===== config.mk =====
export PLATFORM = sky130hd
export DESIGN_NAME = cmos_frame_capture
export DESIGN_NICKNAME = d
export VERILOG_FILES = /design/src/rtl/cmos_cap_pkg.sv /design/src/rtl/cmos_frame_capture_rgb565_to_gray.sv /design/src/rtl/cmos_frame_capture.sv
export SDC_FILE = /design/constraint.sdc
export NUM_CORES = 1
export LEC_CHECK = 0
export CORE_MARGIN = 3
export CORE_UTILIZATION = 47
export DETAILED_ROUTE_END_ITERATION = 8
export PLACE_DENSITY_LB_ADDON = 0.15
export SLEW_MARGIN = 40
export SYNTH_ARGS = -nofsm -noshare
export SYNTH_HDL_FRONTEND = slang
export SYNTH_SLANG_ARGS = --single-unit

===== constraint.sdc =====
create_clock -name clk -period 6.8 [get_ports clk]
set_input_delay 1.02 -clock clk [delete_from_list [all_inputs] [get_ports clk]]
set_output_delay 1.02 -clock clk [all_outputs]
set_load 0.03 [all_outputs]

===== src/rtl/cmos_cap_pkg.sv =====
// Shared types and constants for the camera snapshot capture path.
package cmos_cap_pkg;

  typedef enum logic [1:0] {
    ST_IDLE,
    ST_WAIT_VS,
    ST_CAPTURE,
    ST_DONE
  } cap_state_e;

  localparam int unsigned GRAY_R_COEF = 77;
  localparam int unsigned GRAY_G_COEF = 150;
  localparam int unsigned GRAY_B_COEF = 29;

  localparam int unsigned DEF_H_CMOS_DISP = 1024;
  localparam int unsigned DEF_V_CMOS_DISP = 768;
  localparam int unsigned DEF_WIN_X0      = 384;
  localparam int unsigned DEF_WIN_Y0      = 352;
  localparam int unsigned DEF_WIN_W       = 256;
  localparam int unsigned DEF_WIN_H       = 64;
  localparam int unsigned DEF_ADDR_W      = 12;
  localparam int unsigned WORD_COUNT      = DEF_WIN_W * DEF_WIN_H / 4;

  // Bit-replicating channel expansion to 8 bits.
  function automatic logic [7:0] expand5(input logic [4:0] c);
    return {c, c[4:2]};
  endfunction

  function automatic logic [7:0] expand6(input logic [5:0] c);
    return {c, c[5:4]};
  endfunction

endpackage


===== src/rtl/cmos_frame_capture_rgb565_to_gray.sv =====
// Two-stage RGB565 -> 8-bit gray pipeline with valid/last passthrough.
module rgb565_to_gray
  import cmos_cap_pkg::*;
(
  input  logic        clk,
  input  logic        rst_n,
  input  logic        in_valid,
  input  logic        in_last,
  input  logic [15:0] in_data,
  output logic        out_valid,
  output logic        out_last,
  output logic [7:0]  out_gray
);

  logic [15:0] r_prod;
  logic [15:0] g_prod;
  logic [15:0] b_prod;
  logic        s1_valid;
  logic        s1_last;
  logic [16:0] sum_c;

  assign sum_c = 17'(r_prod) + 17'(g_prod) + 17'(b_prod);

  always_ff @(posedge clk or negedge rst_n) begin
    if (!rst_n) begin
      r_prod    <= '0;
      g_prod    <= '0;
      b_prod    <= '0;
      s1_valid  <= 1'b0;
      s1_last   <= 1'b0;
      out_gray  <= '0;
      out_valid <= 1'b0;
      out_last  <= 1'b0;
    end else begin
      r_prod    <= 16'(expand5(in_data[15:11])) * 16'(GRAY_R_COEF);
      g_prod    <= 16'(expand6(in_data[10:5]))  * 16'(GRAY_G_COEF);
      b_prod    <= 16'(expand5(in_data[4:0]))   * 16'(GRAY_B_COEF);
      s1_valid  <= in_valid;
      s1_last   <= in_valid & in_last;
      // Coefficients sum to 256, so the shifted sum always fits 8 bits.
      out_gray  <= 8'(sum_c >> 8);
      out_valid <= s1_valid;
      out_last  <= s1_last;
    end
  end

endmodule


===== src/rtl/cmos_frame_capture.sv =====
// Snapshot capture: crops a window of the camera stream, converts to gray and
// packs four pixels per word into the frame RAM, once per CPU request.
module cmos_frame_capture
  import cmos_cap_pkg::*;
#(
  parameter int unsigned H_CMOS_DISP = DEF_H_CMOS_DISP,
  parameter int unsigned V_CMOS_DISP = DEF_V_CMOS_DISP,
  parameter int unsigned WIN_X0      = DEF_WIN_X0,
  parameter int unsigned WIN_Y0      = DEF_WIN_Y0,
  parameter int unsigned WIN_W       = DEF_WIN_W,
  parameter int unsigned WIN_H       = DEF_WIN_H,
  parameter int unsigned ADDR_W      = DEF_ADDR_W
) (
  input  logic              clk,
  input  logic              rst_n,
  input  logic              cmos_frame_vsync,
  input  logic              cmos_frame_valid,
  input  logic [15:0]       cmos_frame_data,
  input  logic              cap_start,
  output logic              cap_busy,
  output logic              cap_done,
  output logic              mem_we,
  output logic [ADDR_W-1:0] mem_addr,
  output logic [31:0]       mem_wdata
);

  localparam int unsigned X_W = $clog2(H_CMOS_DISP);
  localparam int unsigned Y_W = $clog2(V_CMOS_DISP);

  cap_state_e        state;
  logic              vs_d;
  logic              vs_rise_c;
  logic [X_W-1:0]    x_cnt;
  logic [Y_W-1:0]    y_cnt;
  logic              in_win_c;
  logic              last_pix_c;
  logic              capturing_c;
  logic              enter_cap_c;
  logic              g_valid;
  logic              g_last;
  logic [7:0]        g_gray;
  logic [1:0]        lane;
  logic [23:0]       pack_q;
  logic [31:0]       word_q;
  logic              word_vld;
  logic              word_last;
  logic              mem_last;
  logic [ADDR_W-1:0] wr_addr;

  assign vs_rise_c   = cmos_frame_vsync & ~vs_d;
  assign capturing_c = (state == ST_CAPTURE);
  assign enter_cap_c = (state == ST_WAIT_VS) && vs_rise_c;

  assign in_win_c = cmos_frame_valid
                 && (32'(x_cnt) >= WIN_X0) && (32'(x_cnt) < WIN_X0 + WIN_W)
                 && (32'(y_cnt) >= WIN_Y0) && (32'(y_cnt) < WIN_Y0 + WIN_H);
  assign last_pix_c = (32'(x_cnt) == WIN_X0 + WIN_W - 1)
                   && (32'(y_cnt) == WIN_Y0 + WIN_H - 1);

  // Raster position; y holds at the last line so overrun pixels stay outside the window.
  always_ff @(posedge clk or negedge rst_n) begin
    if (!rst_n) begin
      vs_d  <= 1'b0;
      x_cnt <= '0;
      y_cnt <= '0;
    end else begin
      vs_d <= cmos_frame_vsync;
      if (vs_rise_c) begin
        x_cnt <= '0;
        y_cnt <= '0;
      end else if (cmos_frame_valid) begin
        if (x_cnt == X_W'(H_CMOS_DISP - 1)) begin
          x_cnt <= '0;
          if (y_cnt != Y_W'(V_CMOS_DISP - 1)) y_cnt <= y_cnt + Y_W'(1);
        end else begin
          x_cnt <= x_cnt + X_W'(1);
        end
      end
    end
  end

  rgb565_to_gray u_gray (
    .clk       (clk),
    .rst_n     (rst_n),
    .in_valid  (in_win_c & capturing_c),
    .in_last   (last_pix_c),
    .in_data   (cmos_frame_data),
    .out_valid (g_valid),
    .out_last  (g_last),
    .out_gray  (g_gray)
  );

  // Lane packing; the fourth gray pixel completes a word.
  always_ff @(posedge clk or negedge rst_n) begin
    if (!rst_n) begin
      lane      <= '0;
      pack_q    <= '0;
      word_q    <= '0;
      word_vld  <= 1'b0;
      word_last <= 1'b0;
    end else if (enter_cap_c) begin
      lane      <= '0;
      word_vld  <= 1'b0;
      word_last <= 1'b0;
    end else begin
      word_vld  <= 1'b0;
      word_last <= 1'b0;
      if (g_valid && capturing_c) begin
        case (lane)
          2'd0: pack_q[7:0]   <= g_gray;
          2'd1: pack_q[15:8]  <= g_gray;
          2'd2: pack_q[23:16] <= g_gray;
          default: begin
            word_q    <= {g_gray, pack_q};
            word_vld  <= 1'b1;
            word_last <= g_last;
          end
        endcase
        lane <= lane + 2'd1;
      end
    end
  end

  // RAM write port.
  always_ff @(posedge clk or negedge rst_n) begin
    if (!rst_n) begin
      mem_we    <= 1'b0;
      mem_last  <= 1'b0;
      mem_addr  <= '0;
      mem_wdata <= '0;
      wr_addr   <= '0;
    end else if (enter_cap_c) begin
      mem_we   <= 1'b0;
      mem_last <= 1'b0;
      wr_addr  <= '0;
    end else begin
      mem_we   <= word_vld;
      mem_last <= word_vld & word_last;
      if (word_vld) begin
        mem_wdata <= word_q;
        mem_addr  <= wr_addr;
        wr_addr   <= wr_addr + ADDR_W'(1);
      end
    end
  end

  // Request handshake; a frame is only captured from its start.
  always_ff @(posedge clk or negedge rst_n) begin
    if (!rst_n) begin
      state    <= ST_IDLE;
      cap_busy <= 1'b0;
      cap_done <= 1'b0;
    end else begin
      case (state)
        ST_IDLE: begin
          if (cap_start) begin
            state    <= ST_WAIT_VS;
            cap_busy <= 1'b1;
            cap_done <= 1'b0;
          end
        end
        ST_WAIT_VS: begin
          if (vs_rise_c) state <= ST_CAPTURE;
        end
        ST_CAPTURE: begin
          if (mem_we && mem_last) state <= ST_DONE;
          else if (vs_rise_c)     state <= ST_WAIT_VS;
        end
        ST_DONE: begin
          cap_done <= 1'b1;
          cap_busy <= 1'b0;
          state    <= ST_IDLE;
        end
        default: state <= ST_IDLE;
      endcase
    end
  end

endmodule


==> flow_summary.toml <==
[outcome]
status = "completed"

[clocking]
numClockSinks = 198
hold_buffers = 0
cts.clk_slew.worst_paths_ps = 70
cts-resized-gates = 0
cts_buffer_depth = 2
h-tree-depth = 4
cts_root_buf = "clkbuf_16"
cts_tree = "yes"
postCtsSetupRepairBufs = 0
clock_latency_ps = 440
cts_buffers = 17

[yosys]
synth_area_leaders = "dfrtp_1, ha_1, mux2_2"
syn_inst = 958
yosysWarnings = 0
ys_top_cells_by_count = "dfrtp_1, ha_1, inv_1, mux2_2, nor2_1"
synth_top_area_share = 0.446
syn_nets = 1136
synth_seq_cells = 198
yosysTopAreaCell = "dfrtp_1"
ys.flop_type = "dfrtp_1"
ys_seq_area_frac = 0.446
ys_types = 52
yosys.cell_count.top_type = "dfrtp_1"
synth_edf_count = 0
syn_area_sq_um = 11100
synth-async-reset-ratio = 1.00
avgSynthCellArea_sq_um = 11.6

[die]
dieArea_sq_um = 25500
num_io_pins = 68
core_sq_um = 22900
start_util = 0.485
rows = 55
die_w_um = 160
die_h_um = 160

[power_and_ir_drop]
worst_ir_drop_vdd_v = 0.000254
power.density_nw_per_um2 = 323
power_switching_mw = 1.50
power.share.combinational = 0.398
clockPowerShare = 0.249
seq_power_share = 0.353
leakagePower_nw = 6.39
p_sw_frac = 0.366
finalPower_mw = 4.10
internal_power_mw = 2.60

[final_layout]
n_fill_cell = 1997
seqCellArea_sq_um = 4950
drive_gt1_frac = 0.141
n_antenna_cell = 0
multi_input_area_sq_um = 5610
num-nets-final = 1203
post-route-util = 0.554
areaGrowthSynthToFinish_pct = 14.2

[worst_setup_path]
r2r.worst_path.cells = 9
startpoint_type = "input port"
critical_path_arrival_ps = 4900
cp.required_ps = 7130
cp-end-kind = "flip-flop"
path_max_fanout = 8
critical_path_class = "in -> reg"

[drt]
wl_um = 19200
post_drt_wl_per_cell_um = 14.2
via_per_inst = 5.09
first_pass_iters = 5
drc = 0
ant_nets = 0
num_vias = 6873
drtIter0Drc = 329

[min_path]
min_path_cells = 0
hp-class = "reg -> reg"

[timing]
fmax_mhz = 219
worst_hold_slack_ps = 351
finalSetupViolCount = 0
worstMarginPinSlew_ps = 640
timing.final.crit_period_ps = 4570
finalHoldViolCount = 0
max_slew_margin = 0.574
period_share = 0.672
finalSetupTns_ps = 0
drv_slew = 0
rsz0062_at_grt = "false"
worst_clock_skew_ps = 12.1

[placement]
port_buffers = 67
dp.final_hpwl_um = 14100
gp_congestion = 0.794

[run]
maxCapViolCount = 0

[grt]
grt_overflow = 0
grt_usage = 0.159
grt_max_degree = 127
grt_pass1_wl_um = 33600
antenna_found_initial = 0
grt_pass1_vias = 6848
-- cells by family after synthesis --
| kind of cell | after synthesis | synth area share |
|---|---|---|
| flip-flops | 198 | 0.446 |
| AND/OR/NAND/NOR | 192 | 0.0883 |
| adder cells (fa/ha/maj) | 157 | 0.202 |
| buffers and inverters | 134 | 0.0502 |
| AO/OA/AOI/OAI | 125 | 0.0711 |
| multiplexers | 105 | 0.106 |
| XOR/XNOR | 47 | 0.0370 |
-- sequential cells by signal, summed over array words and instances (netlist names), 12 cells and up --
name and count:
mem_wdata 32, word_q 32, pack_q 24, u_gray.g_prod 15
u_gray.r_prod 15, u_gray.b_prod 13, mem_addr 12, wr_addr 12
-- through the flow --
stage	std cells	instance area, sq um	worst slack, ps
6_report	1350	12700	2230
5_1_grt	1350	12700	2070
4_1_cts	1350	12700	2250
3_5_place_dp	1319	12100	1790
3_3_place_gp	1319	12100	1860
2_1_floorplan	958	11100	2700
-- layer usage --
metal	GRT usage	share of wire	vias up
li1	-	-	3420
met2	0.252	0.46	79
met3	0.0311	0.027	15
met4	0.0394	0.011	0
met1	0.227	0.50	3359
met5	0	0	-
-- worst max-delay path, cell delays in order --
cell	delay (ps)
clkdlybuf4s50_1	650
ha_1	300
ha_1	270
inv_1	50
fa_1	500
fa_1	510
inv_1	50
ha_1	230
or3_1	400
o21bai_1	180
a31oi_1	370
o21ai_0	170
a21o_1	190
-- placed cells by master, fill, tap and decap left out, types with 6 or more instances in the layout --
cell,netlist,final
or3_1,9,9
nor2_1,51,50
clkbuf_16,0,18
ha_1,120,120
mux2_2,100,100
o21ai_0,32,32
a31oi_1,6,6
a21o_1,12,12
nand2_1,36,36
nand4_1,8,8
nand3_1,23,23
fa_1,37,37
clkdlybuf4s50_1,0,66
and3_1,6,6
nand3b_1,7,7
dfrtp_1,198,198
nand2b_1,8,8
nor2b_1,7,7
nor3_1,12,12
xnor2_1,29,29
inv_8,0,6
a21oi_1,34,34
xor2_1,18,18
o21a_1,6,6
inv_1,112,112
-- final timing paths --
| kind | from | to | slack (ps) |
|---|---|---|---|
| max in group asynchronous | rst_n | pack_q[19]$_DFFE_PN0P_ | 5140 |
| setup reg to reg | u_gray.g_prod[3]$_DFF_PN0_ | u_gray.out_gray[5]$_DFF_PN0_ | 4160 |
| hold reg to reg | u_gray.s1_valid$_DFF_PN0_ | u_gray.out_valid$_DFF_PN0_ | 350 |
| hold / removal | u_gray.s1_valid$_DFF_PN0_ | u_gray.out_valid$_DFF_PN0_ | 350 |
| min in group asynchronous | rst_n | mem_addr[8]$_DFFE_PN0P_ | 550 |
| setup / recovery | cmos_frame_data[9] | u_gray.g_prod[15]$_DFF_PN0_ | 2230 |
-- power by group through the flow --
stage | clock network, mW | registers [mW] | logic [mW]
floorplan | 0 | 1.44 | 1.28
global placement | 0 | 1.47 | 1.60
detailed placement | 0 | 1.48 | 1.64
CTS | 1.06 | 1.45 | 1.65
global route | 1.10 | 1.47 | 1.89
finish | 1.02 | 1.45 | 1.63
-- area by class of cell --
cell class / count / area share
Sequential cell: 198 / 0.390
Multi-Input combinational cell: 626 / 0.442
Tap cell: 313 / 0.0308
Clock inverter: 14 / 0.0143
Clock buffer: 17 / 0.0335
Inverter: 112 / 0.0331
Timing Repair Buffer: 70 / 0.0561
Note: power is estimated with default switching activity, not from simulation.
